$ cat src/rtl/mem_stage_if.sv
// Bus between the MEM stage and the data memory: request from the master side,
// ready/read-data response from the slave side.
interface mem_stage_if;
   logic        dmem_req;
   logic        dmem_we;
   logic [31:0] dmem_addr;
   logic [31:0] dmem_wdata;
   logic [3:0]  dmem_be;
   logic        dmem_ready;
   logic [31:0] dmem_rdata;

   modport master (
      output dmem_req, dmem_we, dmem_addr, dmem_wdata, dmem_be,
      input  dmem_ready, dmem_rdata
   );

   modport slave (
      input  dmem_req, dmem_we, dmem_addr, dmem_wdata, dmem_be,
      output dmem_ready, dmem_rdata
   );
endinterface

$ cat src/rtl/mem_stage.sv
// Pipeline MEM stage: EX/MEM and MEM/WB registers, data-memory handshake with a
// bounded wait, load extension, store byte lanes and sticky error flags.
module mem_stage #(
   parameter int MAX_WAIT = 16
) (
   input  logic        clk,
   input  logic        rst_n,
   input  logic [31:0] ALU_OUT_EX,
   input  logic [31:0] REG_DATA2_EX_FINAL,
   input  logic [2:0]  FUNCT3_EX,
   input  logic [4:0]  RD_EX,
   input  logic        RegWrite_EX,
   input  logic        MemtoReg_EX,
   input  logic        MemRead_EX,
   input  logic        MemWrite_EX,
   mem_stage_if.master dmem,
   output logic [31:0] ALU_OUT_MEM,
   output logic [4:0]  RD_MEM,
   output logic        RegWrite_MEM,
   output logic [31:0] ALU_DATA_WB,
   output logic [31:0] MEM_DATA_WB,
   output logic [4:0]  RD_WB,
   output logic        RegWrite_WB,
   output logic        MemtoReg_WB,
   output logic        STALL,
   output logic [1:0]  MEM_ERR
);
   localparam int CW = (MAX_WAIT > 1) ? $clog2(MAX_WAIT) : 1;
   localparam logic [CW-1:0] LAST = CW'(MAX_WAIT - 1);

   typedef enum logic [1:0] {S_IDLE, S_WAIT, S_DRAIN} state_e;

   typedef struct packed {
      logic [31:0] alu;
      logic [31:0] wdata;
      logic [2:0]  f3;
      logic [4:0]  rd;
      logic        rw;
      logic        m2r;
      logic        mr;
      logic        mw;
   } exm_t;

   typedef struct packed {
      logic [31:0] alu;
      logic [31:0] mem;
      logic [4:0]  rd;
      logic        rw;
      logic        m2r;
   } wb_t;

   state_e        state_q, state_d;
   logic [CW-1:0] cnt_q, cnt_d;
   logic [1:0]    err_q, err_d;
   exm_t          exm_q, exm_d;
   wb_t           wb_q, wb_d;

   logic        mem_op, misal, req, stall, wb_cap;
   logic [1:0]  lane;
   logic [31:0] rshift, load_data, st_data;
   logic [3:0]  be;

   assign lane   = exm_q.alu[1:0];
   assign mem_op = exm_q.mr | exm_q.mw;
   // f3[1:0]: 00 byte, 01 half, 1x word
   assign misal  = mem_op & ((exm_q.f3[1:0] == 2'b01 & lane[0]) | (exm_q.f3[1] & lane != 2'b00));

   always_comb begin
      rshift = dmem.dmem_rdata >> {lane, 3'b000};
      case (exm_q.f3)
         3'b000:  load_data = {{24{rshift[7]}}, rshift[7:0]};
         3'b001:  load_data = {{16{rshift[15]}}, rshift[15:0]};
         3'b100:  load_data = {24'b0, rshift[7:0]};
         3'b101:  load_data = {16'b0, rshift[15:0]};
         default: load_data = dmem.dmem_rdata;
      endcase
      // A load that also has MemWrite set behaves as a store and returns nothing.
      if (!exm_q.mr || exm_q.mw) load_data = '0;

      case (exm_q.f3[1:0])
         2'b00:   begin be = 4'b0001 << lane; st_data = {4{exm_q.wdata[7:0]}};  end
         2'b01:   begin be = 4'b0011 << lane; st_data = {2{exm_q.wdata[15:0]}}; end
         default: begin be = 4'b1111;         st_data = exm_q.wdata;           end
      endcase
      if (!exm_q.mw) be = 4'b1111;
   end

   always_comb begin
      state_d = state_q;
      cnt_d   = cnt_q;
      err_d   = err_q;
      req     = 1'b0;
      stall   = 1'b0;
      wb_cap  = 1'b1;
      unique case (state_q)
         S_IDLE: begin
            if (mem_op) begin
               if (misal) begin
                  err_d[0] = 1'b1;
                  wb_cap   = 1'b0;
               end else begin
                  req = 1'b1;
                  if (!dmem.dmem_ready) begin
                     stall   = 1'b1;
                     state_d = S_WAIT;
                     cnt_d   = '0;
                  end
               end
            end
         end
         S_WAIT: begin
            req = 1'b1;
            if (dmem.dmem_ready) begin
               state_d = S_IDLE;
            end else begin
               stall = 1'b1;
               if (cnt_q == LAST) begin
                  state_d  = S_DRAIN;
                  err_d[1] = 1'b1;
               end else begin
                  cnt_d = cnt_q + CW'(1);
               end
            end
         end
         S_DRAIN: begin
            wb_cap  = 1'b0;
            state_d = S_IDLE;
         end
         default: state_d = S_IDLE;
      endcase

      exm_d = exm_q;
      if (!stall) begin
         exm_d.alu   = ALU_OUT_EX;
         exm_d.wdata = REG_DATA2_EX_FINAL;
         exm_d.f3    = FUNCT3_EX;
         exm_d.rd    = RD_EX;
         exm_d.rw    = RegWrite_EX;
         exm_d.m2r   = MemtoReg_EX;
         exm_d.mr    = MemRead_EX;
         exm_d.mw    = MemWrite_EX;
      end

      // Bubbles keep the old WB data and only kill the register write.
      wb_d = wb_q;
      if (stall || !wb_cap) begin
         wb_d.rw = 1'b0;
      end else begin
         wb_d.alu = exm_q.alu;
         wb_d.mem = load_data;
         wb_d.rd  = exm_q.rd;
         wb_d.rw  = exm_q.rw;
         wb_d.m2r = exm_q.m2r;
      end
   end

   always_ff @(posedge clk or negedge rst_n) begin
      if (!rst_n) begin
         state_q <= S_IDLE;
         cnt_q   <= '0;
         err_q   <= '0;
         exm_q   <= '0;
         wb_q    <= '0;
      end else begin
         state_q <= state_d;
         cnt_q   <= cnt_d;
         err_q   <= err_d;
         exm_q   <= exm_d;
         wb_q    <= wb_d;
      end
   end

   assign dmem.dmem_req   = req;
   assign dmem.dmem_we    = exm_q.mw;
   assign dmem.dmem_addr  = {exm_q.alu[31:2], 2'b00};
   assign dmem.dmem_wdata = st_data;
   assign dmem.dmem_be    = be;

   assign ALU_OUT_MEM  = exm_q.alu;
   assign RD_MEM       = exm_q.rd;
   assign RegWrite_MEM = exm_q.rw;
   assign ALU_DATA_WB  = wb_q.alu;
   assign MEM_DATA_WB  = wb_q.mem;
   assign RD_WB        = wb_q.rd;
   assign RegWrite_WB  = wb_q.rw;
   assign MemtoReg_WB  = wb_q.m2r;
   assign STALL        = stall;
   assign MEM_ERR      = err_q;
endmodule

$ cat src/flat_wrapper.sv
// flat-port wrapper written by rule: the top's interface ports become plain ports
module mem_stage_flat 
#(
   parameter int MAX_WAIT = 16
)
  (clk, rst_n, ALU_OUT_EX, REG_DATA2_EX_FINAL, FUNCT3_EX, RD_EX, RegWrite_EX, MemtoReg_EX, MemRead_EX, MemWrite_EX, ALU_OUT_MEM, RD_MEM, RegWrite_MEM, ALU_DATA_WB, MEM_DATA_WB, RD_WB, RegWrite_WB, MemtoReg_WB, STALL, MEM_ERR, dmem_dmem_req, dmem_dmem_we, dmem_dmem_addr, dmem_dmem_wdata, dmem_dmem_be, dmem_dmem_ready, dmem_dmem_rdata);
  mem_stage_if dmem_i ();
  input  logic clk;
  input  logic rst_n;
  input  logic [31:0] ALU_OUT_EX;
  input  logic [31:0] REG_DATA2_EX_FINAL;
  input  logic [2:0] FUNCT3_EX;
  input  logic [4:0] RD_EX;
  input  logic RegWrite_EX;
  input  logic MemtoReg_EX;
  input  logic MemRead_EX;
  input  logic MemWrite_EX;
  output logic [31:0] ALU_OUT_MEM;
  output logic [4:0] RD_MEM;
  output logic RegWrite_MEM;
  output logic [31:0] ALU_DATA_WB;
  output logic [31:0] MEM_DATA_WB;
  output logic [4:0] RD_WB;
  output logic RegWrite_WB;
  output logic MemtoReg_WB;
  output logic STALL;
  output logic [1:0] MEM_ERR;
  output wire logic [$bits(dmem_i.dmem_req)-1:0] dmem_dmem_req;
  output wire logic [$bits(dmem_i.dmem_we)-1:0] dmem_dmem_we;
  output wire logic [$bits(dmem_i.dmem_addr)-1:0] dmem_dmem_addr;
  output wire logic [$bits(dmem_i.dmem_wdata)-1:0] dmem_dmem_wdata;
  output wire logic [$bits(dmem_i.dmem_be)-1:0] dmem_dmem_be;
  input wire logic [$bits(dmem_i.dmem_ready)-1:0] dmem_dmem_ready;
  input wire logic [$bits(dmem_i.dmem_rdata)-1:0] dmem_dmem_rdata;
  assign dmem_dmem_req = dmem_i.dmem_req;
  assign dmem_dmem_we = dmem_i.dmem_we;
  assign dmem_dmem_addr = dmem_i.dmem_addr;
  assign dmem_dmem_wdata = dmem_i.dmem_wdata;
  assign dmem_dmem_be = dmem_i.dmem_be;
  assign dmem_i.dmem_ready = dmem_dmem_ready;
  assign dmem_i.dmem_rdata = dmem_dmem_rdata;
  mem_stage #(.MAX_WAIT(MAX_WAIT)) u_core (.clk(clk), .rst_n(rst_n), .ALU_OUT_EX(ALU_OUT_EX), .REG_DATA2_EX_FINAL(REG_DATA2_EX_FINAL), .FUNCT3_EX(FUNCT3_EX), .RD_EX(RD_EX), .RegWrite_EX(RegWrite_EX), .MemtoReg_EX(MemtoReg_EX), .MemRead_EX(MemRead_EX), .MemWrite_EX(MemWrite_EX), .dmem(dmem_i), .ALU_OUT_MEM(ALU_OUT_MEM), .RD_MEM(RD_MEM), .RegWrite_MEM(RegWrite_MEM), .ALU_DATA_WB(ALU_DATA_WB), .MEM_DATA_WB(MEM_DATA_WB), .RD_WB(RD_WB), .RegWrite_WB(RegWrite_WB), .MemtoReg_WB(MemtoReg_WB), .STALL(STALL), .MEM_ERR(MEM_ERR));
endmodule
$ cat config.mk
export PLATFORM = sky130hd
export DESIGN_NAME = mem_stage_flat
export DESIGN_NICKNAME = d
export VERILOG_FILES = /design/src/rtl/mem_stage_if.sv /design/src/rtl/mem_stage.sv /design/src/flat_wrapper.sv
export SDC_FILE = /design/constraint.sdc
export NUM_CORES = 1
export LEC_CHECK = 0
export CORE_AREA = 2 2 142 144
export CTS_CLUSTER_SIZE = 8
export DETAILED_ROUTE_END_ITERATION = 6
export DIE_AREA = 0 0 144 146
export MAX_ROUTING_LAYER = met4
export PLACE_DENSITY = 0.76
export RECOVER_POWER = 100
export SYNTH_ARGS = -nofsm -noshare
export SYNTH_HDL_FRONTEND = slang
export SYNTH_SLANG_ARGS = --single-unit
$ cat constraint.sdc
create_clock -name clk -period 1.8 [get_ports clk]
set_input_delay 0.36 -clock clk [delete_from_list [all_inputs] [get_ports clk]]
set_output_delay 0.36 -clock clk [all_outputs]
set_load 0.05 [all_outputs]
==> key figures, run 1 <==
Layout
  – Total Nets Final: about 1000
  – Proportion of layout cells with a drive suffix above 1: 0.5434
  – Post-synthesis to final-layout area growth: 58.49%
  – Area used by multi-input combinational logic: between 3000 and 4000 sq um
  – Fin area: between 10000 and 15000 sq um
  – Final core area utilization: 0.6323
  – Number of filler cells placed in the layout: roughly 1500
  – Sequential standard cell area: 3886 sq um

Outcome
  – Run status: finished, violations left
  – Failing checks: setup timing

Power and ir drop
  – Power spent charging and discharging nets: roughly 12 mW
  – Sw Share: 0.4824
  – Power Density: 2027 nW/um^2
  – IR drop worst, VDD: 1.243 mV
  – Flop pwr share: 0.233
  – Leakage power of the design: roughly 5.6 nW
  – Internal portion of total power: 12.82 mW
  – Share of total power in the clock network: 0.144
  – Combinational share of power: 0.623

Floorplan
  – Cell Rows: 51
  – Total Die Area: ~21000 sq um
  – Starting density of the core: 0.3990
  – X dimension of the die: roughly 140 um
  – IO Pins: between 200 and 300
  – Core area: approximately 19000 sq um
  – Die Height: between 100 and 150 um

Synthesis
  – Number of different library cells in the post-synthesis netlist: 47
  – Mean area per synthesized cell: approximately 12 sq um
  – Summed instance area of the synthesized netlist: roughly 7700 sq um
  – Sequential-to-total area share from yosys stat: 0.5028
  – Gate Count Post-Synth: between 600 and 700
  – Post-synth top flop: sky130_fd_sc_hd__dfrtp_1
  – Share of flip-flops with an asynchronous set or reset after synthesis: 1.000
  – Syn. warnings: 0
  – Flip-flop and latch count after synthesis: approximately 160
  – Count of flip-flops with a built-in enable after synthesis: 0

Clock tree
  – Clock net sink count: about 160
  – CTS buffer count: 17
  – Clock slew at the register clock pins of the worst setup and hold paths: approximately 0.070 ns
  – Clk root buf: sky130_fd_sc_hd__clkbuf_16
  – Worst-case clock buffer depth: 2
  – Clock tree from TritonCTS: done
  – Clock latency on the worst-skew pair: approximately 0.42 ns
  – CTS HTree Levels: 4

STA
  – Least-Margin Pin Slew: around 1.2 ns
  – Shortest clock period the worst path allows after layout: 2.058 ns
  – Count of endpoints failing setup in the final report: 133
  – Setup repair after global routing missed its margin: true
  – Final Max Tran Viols: 0
  – PnR worst setup slack: -0.2579 ns
  – Slew margin rel.: 0.2160
  – Post-route fraction of the period consumed by the critical path: 1.143
  – Final worst clock skew: 0.01223 ns
  – Hold violation total from the final report: 0
  – Post-route setup TNS: -14.40 ns
  – Achievable clock frequency: roughly 500 MHz

Min path
  – Hold EP: u_core.MEM_ERR[0]$_DFFE_PN0P_
  – Number of cells on the worst hold path: 1
  – Start point of the worst min-delay path: u_core.MEM_ERR[0]$_DFFE_PN0P_
  – Min-Delay Path Class: flip-flop to flip-flop

Placement
  – Dpl hpwl: about 16000 um
  – IO Port Bufs: 290
  – Post-place instance area: 10620 sq um
  – RePlAce Congestion: between 0.8 and 0.9

Routing
  – Routed WL per cell: just over 20 um
  – Number of routed nets with antenna violations: 0
  – DRC: 0
  – Detailed-route vias per instance: ~5.2
  – Routed WL: between 20000 and 25000 um
  – Detailed router's first-iteration violation count: between 300 and 400
  – Number of optimization iterations in the first detailed-route pass: 5
  – Total via count in the routed design: between 6000 and 7000

Setup path
  – Flop2flop setup slack: -0.20 ns
  – Critical path fanouts, max: 13
  – Endpoint type of the worst setup path: primary output
  – Worst setup path category: flip-flop to primary output
  – Start of the worst register-to-register path: u_core.dmem.dmem_we$_DFFE_PN0N_
  – Critical Path Source Type: flip-flop
  – CP Data Arrival Time: between 1.5 and 2 ns
  – Endpoint of the lowest-slack register-to-register path: u_core.ALU_DATA_WB[31]$_DFFE_PN0N_
  – Logic depth of the worst register-to-register path: 8
  – Required time of the critical path: approximately 1.4 ns

Global routing
  – First-pass GRT wire length: between 30000 and 40000 um
  – All-layer global routing usage: 0.2229
  – Largest net degree at the start of global routing: 48
  – Via count of the first global-routing pass: ~6300
  – Number of antenna violations at the first check in global routing: 1
  – Remaining global-route overflow: 0

Flow run
  – Number of violations of the max-capacitance limit: 0
-- layout make-up --
class,count,share of cell area
repair buffers,391,0.3008
multi-input cells,345,0.3034
diodes,1,0.0002047
clock inverters,15,0.01269
well taps,265,0.02712
clock buffers,17,0.03480
inverters,10,0.003070
flip-flops and latches,155,0.3179
-- synth_stat cells (2+ instances only) --
library cell,number,share of area
sky130_fd_sc_hd__dfrtp_1,155,0.50
sky130_fd_sc_hd__mux2_2,96,0.14
sky130_fd_sc_hd__buf_4,81,0.079
sky130_fd_sc_hd__o21ai_0,51,0.033
sky130_fd_sc_hd__mux2_4,34,0.066
sky130_fd_sc_hd__nor2_1,23,0.011
sky130_fd_sc_hd__nand2_1,20,0.0097
sky130_fd_sc_hd__o31ai_1,19,0.018
sky130_fd_sc_hd__mux2i_1,17,0.022
sky130_fd_sc_hd__clkbuf_1,16,0.0078
sky130_fd_sc_hd__o221ai_1,13,0.015
sky130_fd_sc_hd__buf_2,12,0.0078
sky130_fd_sc_hd__inv_1,9,0.0044
sky130_fd_sc_hd__nand3b_1,9,0.0088
sky130_fd_sc_hd__o211ai_1,9,0.0088
sky130_fd_sc_hd__a2bb2oi_1,7,0.0079
sky130_fd_sc_hd__buf_6,6,0.0088
sky130_fd_sc_hd__nand3_1,4,0.0026
sky130_fd_sc_hd__nor2b_1,4,0.0032
sky130_fd_sc_hd__a32o_1,3,0.0039
sky130_fd_sc_hd__nand2b_1,3,0.0024
sky130_fd_sc_hd__nand4_1,3,0.0024
sky130_fd_sc_hd__or2_2,3,0.0024
sky130_fd_sc_hd__a21boi_1,2,0.0019
sky130_fd_sc_hd__a21oi_1,2,0.0013
sky130_fd_sc_hd__buf_1,2,0.00097
sky130_fd_sc_hd__nor2_2,2,0.0016
sky130_fd_sc_hd__or2_1,2,0.0016
-- flip-flops by register name, summed over array words and instances, names as in the netlist, 2 cells and up --
| register | flops |
|---|---|
| u_core.ALU_DATA_WB | 32 |
| u_core.ALU_OUT_MEM | 32 |
| u_core.MEM_DATA_WB | 32 |
| u_core.MEM_ERR | 2 |
| u_core.RD_MEM | 5 |
| u_core.RD_WB | 5 |
| u_core.cnt_q | 4 |
| u_core.exm_q | 37 |
| u_core.state_q | 2 |
-- per-layer routing --
| metal | share of wire | up-vias | wire length, um | track usage |
|---|---|---|---|---|
| li1 | - | 2760 | - | - |
| met3 | 0.075 | 58 | 1860 | 0.06581 |
| met5 | 0 | - | 0 | - |
| met2 | 0.51 | 318 | 12550 | 0.3607 |
| met4 | 0.027 | 0 | 662 | 0.07451 |
| met1 | 0.39 | 3109 | 9672 | 0.2656 |
-- power groups by stage --
stage	clock network, mW	logic, mW	registers (mW)
3_5_place_dp	0	13.7	5.77
4_1_cts	3.67	14.9	5.73
3_3_place_gp	0	13.5	5.74
6_report	3.57	15.4	5.77
2_1_floorplan	0	7.31	8.11
5_1_grt	3.82	16.1	5.93
-- per-stage QoR --
step                      power (mW)  worst slack [ns]  hold WS, ns  cells
after floorplan                15.42          -0.06236      0.06441    627
after global placement         19.22           -0.3248       0.3361   1126
after detailed placement       19.42           -0.3876       0.3372   1126
after CTS                      24.33           -0.2680       0.4483   1180
after global routing           25.80           -0.2924       0.4823   1199
final                          24.78           -0.2579       0.4681   1199
-- cell usage in the layout, fill, tap and decap left out, drive strengths merged, types with 5 or more instances in the layout --
cell / n
clkbuf: 180
nor2: 25
dfrtp: 155
nand3b: 9
buf: 118
mux2i: 17
o31ai: 19
or2: 5
o221ai: 13
inv: 18
o211ai: 10
mux2: 130
o21ai: 52
a2bb2oi: 7
nand2: 20
clkdlybuf4s50: 109
-- what timing repair did --
| item | in CTS | in global routing |
|---|---|---|
| cloned | 5 | 9 |
| setup buffers | 16 | 16 |
| endpoints found under the setup margin | 114 | 147 |
| pin swaps | 23 | 21 |
| resized for setup | 96 | 138 |
| hold endpoints to repair | 39 | 0 |
| hold buffers | 1 | 0 |
-- how the worst max path moves through the flow --
| stage | to | slack [ns] | start |
|---|---|---|---|
| floorplan | dmem_dmem_be[1] | -0.06 | u_core.ALU_OUT_MEM[0]$_DFFE_PN0N_ |
| global placement | u_core.MEM_DATA_WB[29]$_DFFE_PN0N_ | -0.32 | dmem_dmem_ready |
| detailed placement | u_core.MEM_DATA_WB[27]$_DFFE_PN0N_ | -0.39 | dmem_dmem_ready |
| CTS | dmem_dmem_wdata[8] | -0.27 | u_core.exm_q[9]$_DFFE_PN0N_ |
| global route | dmem_dmem_be[1] | -0.29 | u_core.exm_q[9]$_DFFE_PN0N_ |
| finish | dmem_dmem_be[1] | -0.26 | u_core.exm_q[9]$_DFFE_PN0N_ |
-- cell families after synthesis --
logic type                 synth area share
DFF                                  0.5028
muxes                                0.2313
buffers and inverters                0.1090
AOI/OAI and AO/OA                    0.1046
and+or+nand+nor                     0.05012
adders and majority gates          0.001622
other                             0.0004862
-- worst max-delay path, stage by stage, from the launching register on --
cell	delay [ns]
sky130_fd_sc_hd__dfrtp_2	0.41
sky130_fd_sc_hd__buf_6	0.17
sky130_fd_sc_hd__buf_4	0.25
sky130_fd_sc_hd__nor2_1	0.10
sky130_fd_sc_hd__o21ai_2	0.18
sky130_fd_sc_hd__buf_12	0.16
Note: power is estimated with default switching activity, not from simulation.
==> inputs of run 2 (changes only) <==
CORE_AREA = 2 2 133 135   (was 2 2 142 144)
CTS_BUF_LIST = sky130_fd_sc_hd__clkbuf_8   (was not set)
DIE_AREA = 0 0 135 137   (was 0 0 144 146)
PLACE_DENSITY = 0.82   (was 0.76)
clock period = 1.98 ns   (was 1.8 ns; I/O delays follow)
==> run 2 against run 1 <==
Against the previous run:
- sequential share of layout area up 3.0 points
- non-clock buffer count is 37 lower
- combinational power down 21%
- first-iteration DRC count down 20%
- via count fell by 5.3%
- the flow still finishes with violations (setup timing)
- sequential power decreased by 11%
- setup slack gained 0.15 ns
- cell count decreased by 6.4%
- global-route usage rose by 0.82 points
==> key figures, run 2 (synthesis gave the netlist of run 1 again) <==
Outcome
  – Run status: finished, violations left
  – Failing checks: setup timing

Routing
  – DRC: 0 (unchanged)
  – Number of optimization iterations in the first detailed-route pass: 5 (unchanged)
  – Routed WL per cell: 18.95 um (-8.2%)
  – Detailed-route vias per instance: 5.273 (+1.2%)
  – Detailed router's first-iteration violation count: 249 (-20%)
  – Total via count in the routed design: 5916 (-5.3%)
  – Routed WL: 21270 um (-14%)
  – Number of routed nets with antenna violations: 0 (unchanged)

Floorplan
  – Die Height: 137 um (-6.2%)
  – Core area: 17060 sq um (-12%)
  – Cell Rows: 48 (-5.9%)
  – X dimension of the die: 135 um (-6.3%)
  – IO Pins: 293 (unchanged)
  – Total Die Area: 18500 sq um (-12%)
  – Starting density of the core: 0.4522 (+0.05329)

Global routing
  – Number of antenna violations at the first check in global routing: 0 (-1)
  – Remaining global-route overflow: 0 (unchanged)
  – Largest net degree at the start of global routing: 61 (+27%)
  – All-layer global routing usage: 0.2311 (+0.008162)
  – First-pass GRT wire length: 31820 um (-9.7%)
  – Via count of the first global-routing pass: 5822 (-8.1%)

STA
  – Shortest clock period the worst path allows after layout: approximately 2.1 ns
  – Achievable clock frequency: around 480 MHz
  – Hold violation total from the final report: 0 (unchanged)
  – Final worst clock skew: 0.01140 ns (-0.0008249 ns)
  – Slew margin rel.: 0.3108 (+0.09481)
  – Post-route fraction of the period consumed by the critical path: 1.056
  – Least-Margin Pin Slew: 1.034 ns (-0.1422 ns)
  – PnR worst setup slack: -0.1099 ns (+0.1480 ns)
  – Count of endpoints failing setup in the final report: 58 (-56%)
  – Final Max Tran Viols: 0 (unchanged)
  – Setup repair after global routing missed its margin: true

Layout
  – Total Nets Final: 996 (-3.5%)
  – Fin area: 11170 sq um (-8.6%)
  – Top reg by flops: u_core.exm_q
  – Proportion of layout cells with a drive suffix above 1: 0.3255 (-0.2179)
  – Antenna fix cells: 0 (-1)
  – Area used by multi-input combinational logic: 3131 sq um (-16%)
  – Sequential standard cell area: 3885 sq um (about the same)
  – Flip-flop count of the largest register, all copies and words added: 37 (unchanged)
  – Most common cell after layout, fill and taps aside: sky130_fd_sc_hd__dfrtp_1
  – Count of placed standard cells in the final layout, fillers left out: 1122 (-6.4%)
  – Top library cells by usage in the layout, fill and taps aside: 150 x sky130_fd_sc_hd__dfrtp_1, 135 x sky130_fd_sc_hd__dlygate4sd2_1, 109 x sky130_fd_sc_hd__clkdlybuf4s50_1
  – Number of filler cells placed in the layout: 1353 (-9.9%)
  – Post-synthesis to final-layout area growth: 44.78%

Placement
  – Dpl hpwl: 15120 um (-4.1%)
  – Post-place instance area: 10720 sq um (+0.95%)
  – IO Port Bufs: 290 (unchanged)
  – RePlAce Congestion: 0.8806 (+3.4%)
  – Post-placement cell count: 1070 (-5.0%)

Clock tree
  – Worst-case clock buffer depth: 2 (unchanged)
  – Clock net sink count: 155 (unchanged)
  – CTS HTree Levels: 4 (unchanged)
  – CTS buffer count: 17 (unchanged)
  – Clock latency on the worst-skew pair: 0.44 ns (+0.02 ns)
  – Clock tree from TritonCTS: done
  – Clock slew at the register clock pins of the worst setup and hold paths: 0.08 ns (about the same)
  – Clk root buf: sky130_fd_sc_hd__clkbuf_8

Setup path
  – CP Data Arrival Time: 1.69 ns (about the same)
  – Cell breakdown of the critical path: nor2_4 > buf_12 > mux2_2 > buf_6
  – Endpoint type of the worst setup path: primary output
  – Critical Path Source Type: flip-flop
  – Critical path fanouts, max: 9 (-4)
  – CP max-delay cell: sky130_fd_sc_hd__dfrtp_2
  – Max stage delay on crit path: 0.47 ns (+0.06 ns)
  – Worst setup path category: flip-flop to primary output
  – Required time of the critical path: 1.58 ns (+0.14 ns)

Power and ir drop
  – Power Density: 1758 nW/um^2 (-13%)
  – Leakage power of the design: 5.127 nW (-7.7%)
  – Share of total power in the clock network: 0.116 (-0.028)
  – Internal portion of total power: 9.875 mW (-23%)
  – Overall power after layout: 19.63 mW (-21%)
  – Power spent charging and discharging nets: 9.756 mW (-18%)
  – Flop pwr share: 0.262 (+0.029)
  – IR drop worst, VDD: 1.301 mV (+4.6%)
  – Combinational share of power: 0.622 (about the same)
  – Sw Share: 0.4970 (+0.01453)

Flow run
  – Number of violations of the max-capacitance limit: 0 (unchanged)

Min path
  – Min-Delay Path Class: flip-flop to flip-flop
-- run 2: cell count changes in the layout (fill, tap and decap cells not counted), sizes merged --
| cell | before | now |
|---|---|---|
| inv | 18 | 13 |
| diode | 1 | 0 |
| buf | 118 | 75 |
| bufbuf | 0 | 1 |
| clkbuf | 180 | 52 |
| clkinvlp | 3 | 1 |
| or2 | 5 | 6 |
| dlygate4sd2 | 0 | 135 |
| clkinv | 3 | 8 |
-- run 2: worst max-delay path, delay by kind of cell (launching register included) --
family	cells	cell delay, ns
multiplexers	1	0.35
AND/OR/NAND/NOR	1	0.14
flip-flops	1	0.47
buffers and inverters	2	0.30
-- run 2: through the flow --
stage | setup WS (ns) | setup TNS, ns | hold WS, ns | util
after floorplan | -0.03015 | -0.03015 | 0.1004 | -
after global placement | -0.1357 | -8.993 | 0.3427 | 0.6284
after detailed placement | -0.1729 | -12.42 | 0.3488 | 0.6284
after CTS | -0.1424 | -3.028 | 0.4348 | 0.6534
after global routing | -0.1787 | -11.29 | 0.4962 | 0.6548
final | -0.1099 | -2.168 | 0.4662 | 0.6548
-- run 2: final cells by class --
cell class / count / share of cell area
clock inverter: 13 / 0.01053
multi-input combinational: 346 / 0.2803
tap: 225 / 0.02521
clock buffer: 19 / 0.02341
timing repair buffer: 354 / 0.3093
inverter: 10 / 0.003361
sequential: 155 / 0.3479
-- run 2: metal layers --
layer,up-vias,global-route usage,share of wire
met3,37,0.05815,0.079
met5,-,-,0
met1,2925,0.2762,0.39
met4,0,0.07176,0.023
met2,277,0.3872,0.51
li1,2677,-,-
-- run 2: what timing repair did --
action / 4_1_cts / 5_1_grt
endpoints found under the setup margin: 165 / 70
endpoints found under the hold margin: 35 / 0
gates cloned: 1 / 4
pin swaps: 10 / 8
resized for setup: 166 / 22
hold buffers: 1 / 0
buffers inserted: 7 / 7
-- run 2: power by group through the flow --
stage	clock network [mW]	logic [mW]	registers, mW
CTS	2.35	12.1	5.14
global route	2.49	12.7	5.29
finish	2.28	12.2	5.15
detailed placement	0	12.5	5.22
floorplan	0	6.46	7.37
global placement	0	12.3	5.19
-- run 2: worst paths after layout --
kind,startpoint,to,slack (ns),cells past startpoint
worst min-delay path,u_core.MEM_ERR[0]$_DFFE_PN0P_,u_core.MEM_ERR[0]$_DFFE_PN0P_,0.47,1
min in group asynchronous,rst_n,u_core.ALU_DATA_WB[10]$_DFFE_PN0N_,0.68,2
worst max register to register,u_core.dmem.dmem_we$_DFFE_PN0N_,u_core.ALU_DATA_WB[4]$_DFFE_PN0N_,-0.07,7
max in group asynchronous,rst_n,u_core.ALU_OUT_MEM[1]$_DFFE_PN0N_,0.17,3
worst max-delay path,u_core.exm_q[10]$_DFFE_PN0N_,dmem_dmem_wdata[13],-0.11,4
worst min register to register,u_core.MEM_ERR[0]$_DFFE_PN0P_,u_core.MEM_ERR[0]$_DFFE_PN0P_,0.47,1
